`config.mk`:
```
export PLATFORM = sky130hd
export DESIGN_NAME = isa_fetch
export DESIGN_NICKNAME = d
export VERILOG_FILES = /design/src/rtl/isa_fetch.sv
export SDC_FILE = /design/constraint.sdc
export NUM_CORES = 1
export LEC_CHECK = 0
export BUFFER_PORTS_ARGS = -buffer_cell sky130_fd_sc_hd__buf_2
export CAP_MARGIN = 40
export CORE_ASPECT_RATIO = 1.4
export CORE_MARGIN = 5
export CORE_UTILIZATION = 55
export DETAILED_ROUTE_END_ITERATION = 6
export GPL_ROUTABILITY_DRIVEN = 1
export PLACE_DENSITY = 0.8
export SLEW_MARGIN = 10
export SYNTH_ARGS = -nofsm -noshare
export SYNTH_HDL_FRONTEND = slang
export SYNTH_SLANG_ARGS = --single-unit
```
`constraint.sdc`:
```
create_clock -name clk -period 27.3 [get_ports clk]
set_clock_uncertainty 0.15 [all_clocks]
set_input_delay 4.095 -clock clk [delete_from_list [all_inputs] [get_ports clk]]
set_output_delay 4.095 -clock clk [all_outputs]
set_load 0.05 [all_outputs]
```
`src/rtl/isa_fetch.sv`:
```
// Instruction fetch: streams a program from DRAM in credit-limited bursts into a FWFT buffer for the CCU decoder.
// Optional stall-cycle counter (StallCnt) is built when ISA_FETCH_PERF_CNT_EN is defined.
module isa_fetch #(
    parameter int PORT_WIDTH      = 128,
    parameter int DRAM_ADDR_WIDTH = 32,
    parameter int ADDR_WIDTH      = 16,
    parameter int FIFO_ADDR_WIDTH = 3,
    parameter int BURST_LEN       = 4
) (
    input  logic                       clk,
    input  logic                       rst,
    input  logic                       CfgVld,
    output logic                       CfgRdy,
    input  logic [DRAM_ADDR_WIDTH-1:0] CfgBaseAddr,
    input  logic [ADDR_WIDTH-1:0]      CfgNumWord,
    output logic                       ISAITF_RdReqVld,
    input  logic                       ITFISA_RdReqRdy,
    output logic [DRAM_ADDR_WIDTH-1:0] ISAITF_RdReqAddr,
    output logic [7:0]                 ISAITF_RdReqLen,
    input  logic [PORT_WIDTH-1:0]      ITFISA_RdDat,
    input  logic                       ITFISA_RdDatVld,
    output logic                       ISAITF_RdDatRdy,
    output logic [PORT_WIDTH-1:0]      ITFCCU_ISARdDat,
    output logic                       ITFCCU_ISARdDatVld,
    output logic                       ITFCCU_ISARdDatLast,
    input  logic                       CCUITF_ISARdDatRdy
`ifdef ISA_FETCH_PERF_CNT_EN
    ,
    output logic [31:0]                StallCnt
`endif
);

    localparam int DEPTH = 1 << FIFO_ADDR_WIDTH;
    localparam int CW    = FIFO_ADDR_WIDTH + 1;
    localparam int BYTES = PORT_WIDTH / 8;

    localparam logic [1:0] S_IDLE  = 2'd0;
    localparam logic [1:0] S_FETCH = 2'd1;
    localparam logic [1:0] S_DRAIN = 2'd2;

    logic [1:0]                 r_state;
    logic [ADDR_WIDTH-1:0]      r_num_word;
    logic [DRAM_ADDR_WIDTH-1:0] r_req_addr;
    logic [ADDR_WIDTH-1:0]      r_req_cnt;
    logic [ADDR_WIDTH-1:0]      r_out_cnt;
    logic [CW-1:0]              r_outstanding;
    logic [CW-1:0]              r_wr_ptr;
    logic [CW-1:0]              r_rd_ptr;
    logic [PORT_WIDTH-1:0]      r_mem [DEPTH];

    logic                  w_start;
    logic [ADDR_WIDTH-1:0] w_remain;
    logic [7:0]            w_len;
    logic [CW-1:0]         w_count;
    logic                  w_empty;
    logic [CW:0]           w_free;
    logic                  w_credit_ok;
    logic                  w_req_acc;
    logic                  w_req_last;
    logic                  w_wr;
    logic                  w_pop;

    assign CfgRdy   = (r_state == S_IDLE);
    assign w_start  = CfgVld & CfgRdy;
    assign w_remain = r_num_word - r_req_cnt;
    assign w_len    = (w_remain > ADDR_WIDTH'(BURST_LEN)) ? 8'(BURST_LEN) : 8'(w_remain);

    // Credit = free slots minus words already in flight, so every returned word has a slot waiting.
    assign w_count     = r_wr_ptr - r_rd_ptr;
    assign w_empty     = (w_count == '0);
    assign w_free      = (CW+1)'(DEPTH) - (CW+1)'(w_count) - (CW+1)'(r_outstanding);
    assign w_credit_ok = (32'(w_free) >= 32'(w_len));

    assign ISAITF_RdReqVld  = (r_state == S_FETCH) && w_credit_ok;
    assign ISAITF_RdReqAddr = r_req_addr;
    assign ISAITF_RdReqLen  = w_len;
    assign w_req_acc        = ISAITF_RdReqVld & ITFISA_RdReqRdy;
    assign w_req_last       = w_req_acc && (w_remain <= ADDR_WIDTH'(BURST_LEN));

    assign ISAITF_RdDatRdy = 1'b1;
    assign w_wr            = ITFISA_RdDatVld && (r_state != S_IDLE);

    assign ITFCCU_ISARdDatVld  = !w_empty;
    assign ITFCCU_ISARdDat     = w_empty ? '0 : r_mem[r_rd_ptr[FIFO_ADDR_WIDTH-1:0]];
    assign ITFCCU_ISARdDatLast = !w_empty && (r_out_cnt == r_num_word - ADDR_WIDTH'(1));
    assign w_pop               = !w_empty && CCUITF_ISARdDatRdy;

    always_ff @(posedge clk) begin
        if (rst) begin
            r_state       <= S_IDLE;
            r_num_word    <= '0;
            r_req_addr    <= '0;
            r_req_cnt     <= '0;
            r_out_cnt     <= '0;
            r_outstanding <= '0;
            r_wr_ptr      <= '0;
            r_rd_ptr      <= '0;
        end else begin
            case (r_state)
                S_IDLE:  if (w_start && CfgNumWord != '0) r_state <= S_FETCH;
                S_FETCH: if (w_req_last) r_state <= S_DRAIN;
                S_DRAIN: if (w_pop && ITFCCU_ISARdDatLast) r_state <= S_IDLE;
                default: r_state <= S_IDLE;
            endcase

            if (w_start) begin
                r_num_word <= CfgNumWord;
                r_req_addr <= CfgBaseAddr;
                r_req_cnt  <= '0;
                r_out_cnt  <= '0;
            end else begin
                if (w_req_acc) begin
                    r_req_addr <= r_req_addr + DRAM_ADDR_WIDTH'(w_len) * DRAM_ADDR_WIDTH'(BYTES);
                    r_req_cnt  <= r_req_cnt + ADDR_WIDTH'(w_len);
                end
                if (w_pop) r_out_cnt <= r_out_cnt + ADDR_WIDTH'(1);
            end

            r_outstanding <= r_outstanding + (w_req_acc ? CW'(w_len) : CW'(0)) - (w_wr ? CW'(1) : CW'(0));
            if (w_wr)  r_wr_ptr <= r_wr_ptr + CW'(1);
            if (w_pop) r_rd_ptr <= r_rd_ptr + CW'(1);
        end
    end

    // NOTE: the buffer storage has no reset; the pointers define validity and the output is gated when empty.
    always_ff @(posedge clk) begin
        if (w_wr) r_mem[r_wr_ptr[FIFO_ADDR_WIDTH-1:0]] <= ITFISA_RdDat;
    end

`ifdef ISA_FETCH_PERF_CNT_EN
    logic [31:0] r_stall_cnt;

    always_ff @(posedge clk) begin
        if (rst || w_start) begin
            r_stall_cnt <= '0;
        end else if (r_state != S_IDLE && w_empty && r_stall_cnt != '1) begin
            r_stall_cnt <= r_stall_cnt + 32'd1;
        end
    end

    assign StallCnt = r_stall_cnt;
`endif

endmodule

```
==> results of run 1 <==
-- final timing paths --
| kind | from | cells past startpoint | end |
|---|---|---|---|
| max reg2reg | r_num_word[0]$_SDFFE_PP0P_ | 27 | r_outstanding[2]$_SDFF_PP0_ |
| min reg2reg | ISAITF_RdReqAddr[1]$_SDFFE_PP0P_ | 2 | ISAITF_RdReqAddr[1]$_SDFFE_PP0P_ |
| min | ISAITF_RdReqAddr[1]$_SDFFE_PP0P_ | 2 | ISAITF_RdReqAddr[1]$_SDFFE_PP0P_ |
| max | r_num_word[0]$_SDFFE_PP0P_ | 19 | ISAITF_RdReqVld |
-- critical path, cell delays in order, from the launching register on --
cell and delay (ns):
dfxtp_1 0.45, inv_1 0.11, ha_1 0.26, fa_1 0.46
nand2b_1 0.18, a21oi_1 0.26, nor2_1 0.15, o41ai_1 0.34
xor2_1 0.11, or3_1 0.42, nor4_4 0.63, nor2b_1 0.34
ha_1 0.27, nand2b_1 0.14, a21o_1 0.18, a21o_1 0.17
a21o_1 0.16, a21oi_1 0.35, nor3b_1 0.09, buf_2 0.23
-- logic make-up after synthesis --
| group | synth area share |
|---|---|
| DFF | 0.722 |
| muxes | 0.156 |
| buffers and inverters | 0.0157 |
| adders and majority gates | 0.0178 |
| other | 0.000166 |
| AOI/OAI and AO/OA | 0.0253 |
| xor gates and xnor gates | 0.0157 |
| and+or+nand+nor | 0.0476 |
-- cells in the mapped netlist, types with 4 or more instances --
library cell / instances / area [sq um]
xor2_1: 31 / 272
nor4_1: 11 / 68.8
mux4_2: 256 / 5770
nand2_1: 115 / 432
mux2i_1: 130 / 1300
a21boi_0: 4 / 30.0
a211oi_1: 23 / 173
and4_1: 6 / 52.6
nor2b_1: 8 / 50.1
buf_4: 6 / 45.0
o21ai_0: 23 / 115
inv_1: 60 / 225
or3_1: 6 / 37.5
nor3b_1: 5 / 37.5
edfxtp_1: 1024 / 30700
ha_1: 55 / 688
nand3_1: 25 / 125
a31oi_1: 4 / 25.0
and2_1: 6 / 37.5
a21oi_1: 69 / 345
buf_1: 31 / 116
clkbuf_1: 85 / 319
nand4_1: 14 / 87.6
dfxtp_1: 97 / 1940
fa_1: 6 / 120
or4_1: 4 / 30.0
and3_1: 15 / 93.8
o21a_1: 4 / 30.0
nor2_1: 216 / 811
a21o_1: 15 / 113
nor3_1: 22 / 110
a22oi_1: 5 / 37.5
xnor2_1: 50 / 438
nand2b_1: 6 / 37.5
-- sequential cells by signal, indices dropped and copies added, names as in the netlist, named ones only --
signal	count
r_num_word	16
r_wr_ptr	4
r_state	2
ISAITF_RdReqAddr	32
r_outstanding	4
r_req_cnt	15
r_mem	1024
r_out_cnt	16
r_rd_ptr	4
-- where the power goes --
group	leakage, uW	total [uW]	switching [uW]	internal [uW]
Sequential	0.0100	1920	23.7	1890
Combinational	0.00546	1510	1050	456
Clock	0.00163	1440	621	824
Total	0.0171	4870	1700	3180
-- final cells by class --
class                           count  area, sq um  area share
Clock buffer                      112         2570      0.0494
Sequential cell                  1121        32700       0.629
Clock inverter                     71          813      0.0156
Tap cell                         1071         1340      0.0258
Timing Repair Buffer              386         2270      0.0436
Inverter                           60          225     0.00433
Antenna cell                       23         57.6     0.00111
Multi-Input combinational cell   1197        12000       0.232
-- layer usage --
layer / GRT usage / vias to the layer above / part of all wire
li1: - / 10593 / -
met5: 0 / - / 0.00059
met1: 0.295 / 12523 / 0.37
met2: 0.404 / 1084 / 0.52
met4: 0.0838 / 10 / 0.032
met3: 0.0571 / 181 / 0.084
-- cells in the final DEF (no fill, tap or decap), drive strengths merged, types with 6 or more instances in the layout --
cell type	n
a211oi	23
a21o	15
a21oi	69
and2	6
and3	15
and4	6
buf	386
bufinv	15
clkbuf	112
clkinv	44
clkinvlp	8
conb	18
dfxtp	97
diode	23
edfxtp	1024
fa	6
ha	55
inv	64
mux2i	130
mux4	256
nand2	115
nand2b	6
nand3	25
nand4	14
nor2	216
nor2b	9
nor3	22
nor4	12
o21ai	24
or3	6
xnor2	50
xor2	31
-- through the flow --
step | cell area [sq um] | hold slack, ns | power, uW
detailed placement | 48600 | 0.307 | 3470
finish | 52000 | 0.316 | 4870
global route | 52000 | 0.343 | 5060
CTS | 52000 | 0.315 | 4910
floorplan | 45400 | 0.294 | 3060
global placement | 48400 | 0.289 | 3430
==> impl_metrics.yaml, run 1 <==
critical_path:
  r2r_setup_slack_ns: 19.95
  worstSetupPathType: "flop to primary output"
  start_kind: "flop"
  critPathArrivalTime_ns: 6.00
  end_kind: "primary output"
  worst_ep_required_time_ns: 23.06
  crit_path_max_fanout: 10
synthesis:
  synth-seq-area-share: 0.722
  yosys_register_bits: 1121
  postSynthCellCount: 2485
  ys_types: 67
  yosysWarnings: 0
  synth_async_sr_flop_share: 0
  netlist_area_sq_mm: 0.0453
  avgSynthCellArea_sq_um: 18.2
  ys.flop_type: "edfxtp_1"
  synth-edff-count: 1024
timing:
  slew_headroom: 0.201
  fin_tns_setup_ns: 0
  rsz0062_at_grt: "false"
  period_needed_ns: 10.24
  drv_slew: 0
  timing.final.ws_setup_ns: 17.06
  worstMarginPinSlew_ns: 1.20
  fin_crit_sh: 0.375
  hold_viol_final: 0
  setup_viol: 0
  clock.fmax_mhz: 97.6
floorplan:
  initial_utilization: 0.554
  io_pins: 355
  dieArea_sq_mm: 0.0883
  core_region_area_sq_mm: 0.0818
  fp.dieW_um: 253
  num_rows: 124
  chipHeight_um: 350
final_layout:
  area_delta_synth_final_pct: 14.8
  final_util: 0.636
  drive_gt1_frac: 0.276
  final.fill_count: 5457
  fin_nets: 3110
  instances_no_fill: 4041
clocking:
  path_clk_slew_ns: 0.07
  cts_setup_buffers: 0
  cts_resized: 0
  holdBufCountCts: 0
  htree_levels: 3
  clk_latency_ns: 0.67
  cts_sinks: 1121
  numCtsBuffers: 101
  root_buffer: "clkbuf_16"
  cts_buffer_depth: 3
  cts_tree: "done"
routing:
  drt_first_pass_iters: 5
  drt_iter0_markers: 1960
  vias: 24391
  drc: 0
  ant_nets: 0
  drt-total-wl_mm: 105
  wl_per_cell_um: 25.9
  avgViaCountPerCell: 6.04
placed_design:
  dp_cells: 3835
  dp_hpwl_mm: 59.0
  dp_worst_setup_slack_ns: 17.86
  gp_congestion: 0.910
  port_buffers: 348
global_routing:
  grt_pass1_vias: 25738
  grt_util_all_layers: 0.235
  grt_max_degree: 169
  grt_pass1_wl_mm: 157
  overflow: 0
  antenna_found_initial: 27
status:
  status: "complete, no violations"
job:
  maxCapViolCount: 0
power:
  powerDensity_mw_per_mm2: 93.6
  vdd_ir_drop_max_v: 0.000110
  total_leakage_power_uw: 0.0171
min_path:
  hold_class: "flop to flop"
Note: power is estimated with default switching activity, not from simulation.
==> inputs of run 2 (changes only) <==
--- a/config.mk
+++ b/config.mk
@@ -9,10 +9,10 @@
 export CAP_MARGIN = 40
 export CORE_ASPECT_RATIO = 1.4
 export CORE_MARGIN = 5
-export CORE_UTILIZATION = 55
+export CORE_UTILIZATION = 54
 export DETAILED_ROUTE_END_ITERATION = 6
 export GPL_ROUTABILITY_DRIVEN = 1
-export PLACE_DENSITY = 0.8
+export PLACE_DENSITY = 0.82
 export SLEW_MARGIN = 10
 export SYNTH_ARGS = -nofsm -noshare
 export SYNTH_HDL_FRONTEND = slang
==> constraint.sdc (replaced) <==
create_clock -name clk -period 8.7 [get_ports clk]
set_clock_uncertainty 0.15 [all_clocks]
set_input_delay 1.305 -clock clk [delete_from_list [all_inputs] [get_ports clk]]
set_output_delay 1.305 -clock clk [all_outputs]
set_load 0.05 [all_outputs]
==> run 2 against run 1 <==
Against the previous run: final cell count rose by 0.32%; critical path type unchanged; routed wire length increased by 0.78%; first-iteration DRC count rose by 9.3%; critical path depth stayed put; clock power increased to 3.1 times the previous value; cell area increased by 0.11%; count of clock-buffer cells in the layout is 13 higher; largest cell class unchanged.
==> impl_metrics.yaml, run 2 (synthesized netlist as in run 1, its figures left out) <==
critical_path:
  cp-endpoint: "ISAITF_RdReqVld"
  timing.rr.end: "r_outstanding[2]$_SDFF_PP0_"
  r2r_setup_slack_ns: 1.98
  r2r-start: "r_num_word[0]$_SDFFE_PP0P_"
  worst_ep_required_time_ns: 7.24
  crit_path_max_fanout: 10
  start_kind: "flop"
  critPathArrivalTime_ns: 5.86
  worstSetupPathType: "flop to primary output"
  cp-startpoint: "r_num_word[0]$_SDFFE_PP0P_"
  end_kind: "primary output"
  ff2ff_path_depth: 27
final_layout:
  largest_register_ffs: 1024
  final_common_cell: "edfxtp_1"
  fin_nets: 3118
  final_cell_mix: "edfxtp_1 (1,024), buf_2 (349), mux4_2 (256), nor2_1 (210), mux2i_1 (130)"
  area_delta_synth_final_pct: 14.9
  drive_gt1_frac: 0.277
global_routing:
  grt_pass1_wl_mm: 158
  grt_util_all_layers: 0.231
  overflow: 0
  grt_max_degree: 143
  grt_pass1_vias: 25874
  antenna_found_initial: 31
timing:
  drv_slew: 0
  slew_headroom: 0.0520
  fin_crit_sh: 0.840
  setup_viol: 0
  timing.final.ws_setup_ns: 1.39
  rsz0062_at_grt: "false"
  period_needed_ns: 7.31
  fin_tns_setup_ns: 0
  holdWs_ns: 0.307
  hold_viol_final: 0
  worstMarginPinSlew_ns: 1.42
  clock.fmax_mhz: 137
routing:
  ant_nets: 0
  vias: 24539
  avgViaCountPerCell: 6.05
  drt_first_pass_iters: 5
  drc: 0
  drt_iter0_markers: 2143
  wl_per_cell_um: 26.0
  drt-total-wl_mm: 105
floorplan:
  dieArea_sq_mm: 0.0899
  io_pins: 355
  chipHeight_um: 353
  initial_utilization: 0.545
  fp.dieW_um: 255
  core_region_area_sq_mm: 0.0832
  num_rows: 125
clocking:
  path_clk_slew_ns: 0.06
  numCtsBuffers: 101
  cts_setup_buffers: 0
  cts_buffer_depth: 3
  htree_levels: 3
  root_buffer: "clkbuf_16"
  cts_tree: "done"
  cts_sinks: 1121
  clk_latency_ns: 0.64
  holdBufCountCts: 0
  cts_resized: 0
power:
  p_total_uw: 15200
  vdd_ir_drop_max_v: 0.000338
  total_leakage_power_uw: 0.0171
  powerDensity_mw_per_mm2: 292
placed_design:
  port_buffers: 348
  dp_worst_setup_slack_ns: 2.00
  gp_congestion: 0.865
  dp_hpwl_mm: 60.5
min_path:
  min-delay-start: "ISAITF_RdReqAddr[3]$_SDFFE_PP0P_"
  hold_class: "flop to flop"
job:
  maxCapViolCount: 0
status:
  status: "complete, no violations"
==> run 2: cell types whose count changed in the layout (fill, tap and decap cells not counted), sizes merged <==
cell	before	now
clkdlybuf4s15	0	1
buf	386	393
clkbuf	112	125
clkinv	44	37
diode	23	18
bufinv	15	10
inv	64	66
clkinvlp	8	7
==> run 2: worst min path at each step <==
stage | to | slack (ns) | cells past startpoint
2_1_floorplan | flop | 0.29 | 2
5_1_grt | ISAITF_RdReqAddr[0]$_SDFFE_PP0P_ | 0.33 | 2
3_5_place_dp | ISAITF_RdReqAddr[3]$_SDFFE_PP0P_ | 0.30 | 2
6_report | ISAITF_RdReqAddr[3]$_SDFFE_PP0P_ | 0.31 | 2
4_1_cts | ISAITF_RdReqAddr[3]$_SDFFE_PP0P_ | 0.31 | 2
3_3_place_gp | ISAITF_RdReqAddr[3]$_SDFFE_PP0P_ | 0.29 | 2
==> run 2: power by group <==
group | internal (uW) | total [uW] | leakage, uW | switching (uW)
Sequential | 5950 | 6020 | 0.0100 | 76.2
Clock | 2510 | 4450 | 0.00160 | 1940
Combinational | 1420 | 4760 | 0.00550 | 3340
Total | 9880 | 15200 | 0.0171 | 5350
==> run 2: worst max-delay path: stages, from the launching register on <==
cell	delay [ns]
dfxtp_1	0.43
inv_1	0.11
ha_1	0.27
fa_1	0.44
nand2b_1	0.17
a21oi_1	0.23
nor2_1	0.14
o41ai_1	0.31
xor2_1	0.11
or3_1	0.42
nor4_4	0.58
nor2b_1	0.37
ha_1	0.30
nand2b_1	0.14
a21o_1	0.17
a21o_1	0.17
a21o_1	0.18
a21oi_1	0.35
nor3b_1	0.09
buf_2	0.23
==> run 2: layer usage <==
layer  up-vias  wire (um)  track usage
li1      10608          -            -
met1     12635      39900        0.296
met2      1063      54000        0.391
met3       209       7790       0.0501
met4        24       3620       0.0858
met5         -        152            0
==> run 2: layout make-up <==
type	instances	area [sq um]
antenna	18	45.0
inverter	60	225
clock inverter	60	624
multi-input combinational	1197	12100
timing repair buffer	394	2380
fill	5620	31100
sequential	1121	32700
clock buffer	125	2690
tap	1079	1350
==> run 2: per-stage QoR <==
step	cell area, sq um	instances	util
detailed placement	48700	3851	0.586
CTS	52000	4036	0.625
floorplan	45400	2501	-
global placement	48400	3837	0.582
global route	52100	4051	0.626
finish	52100	4054	0.626
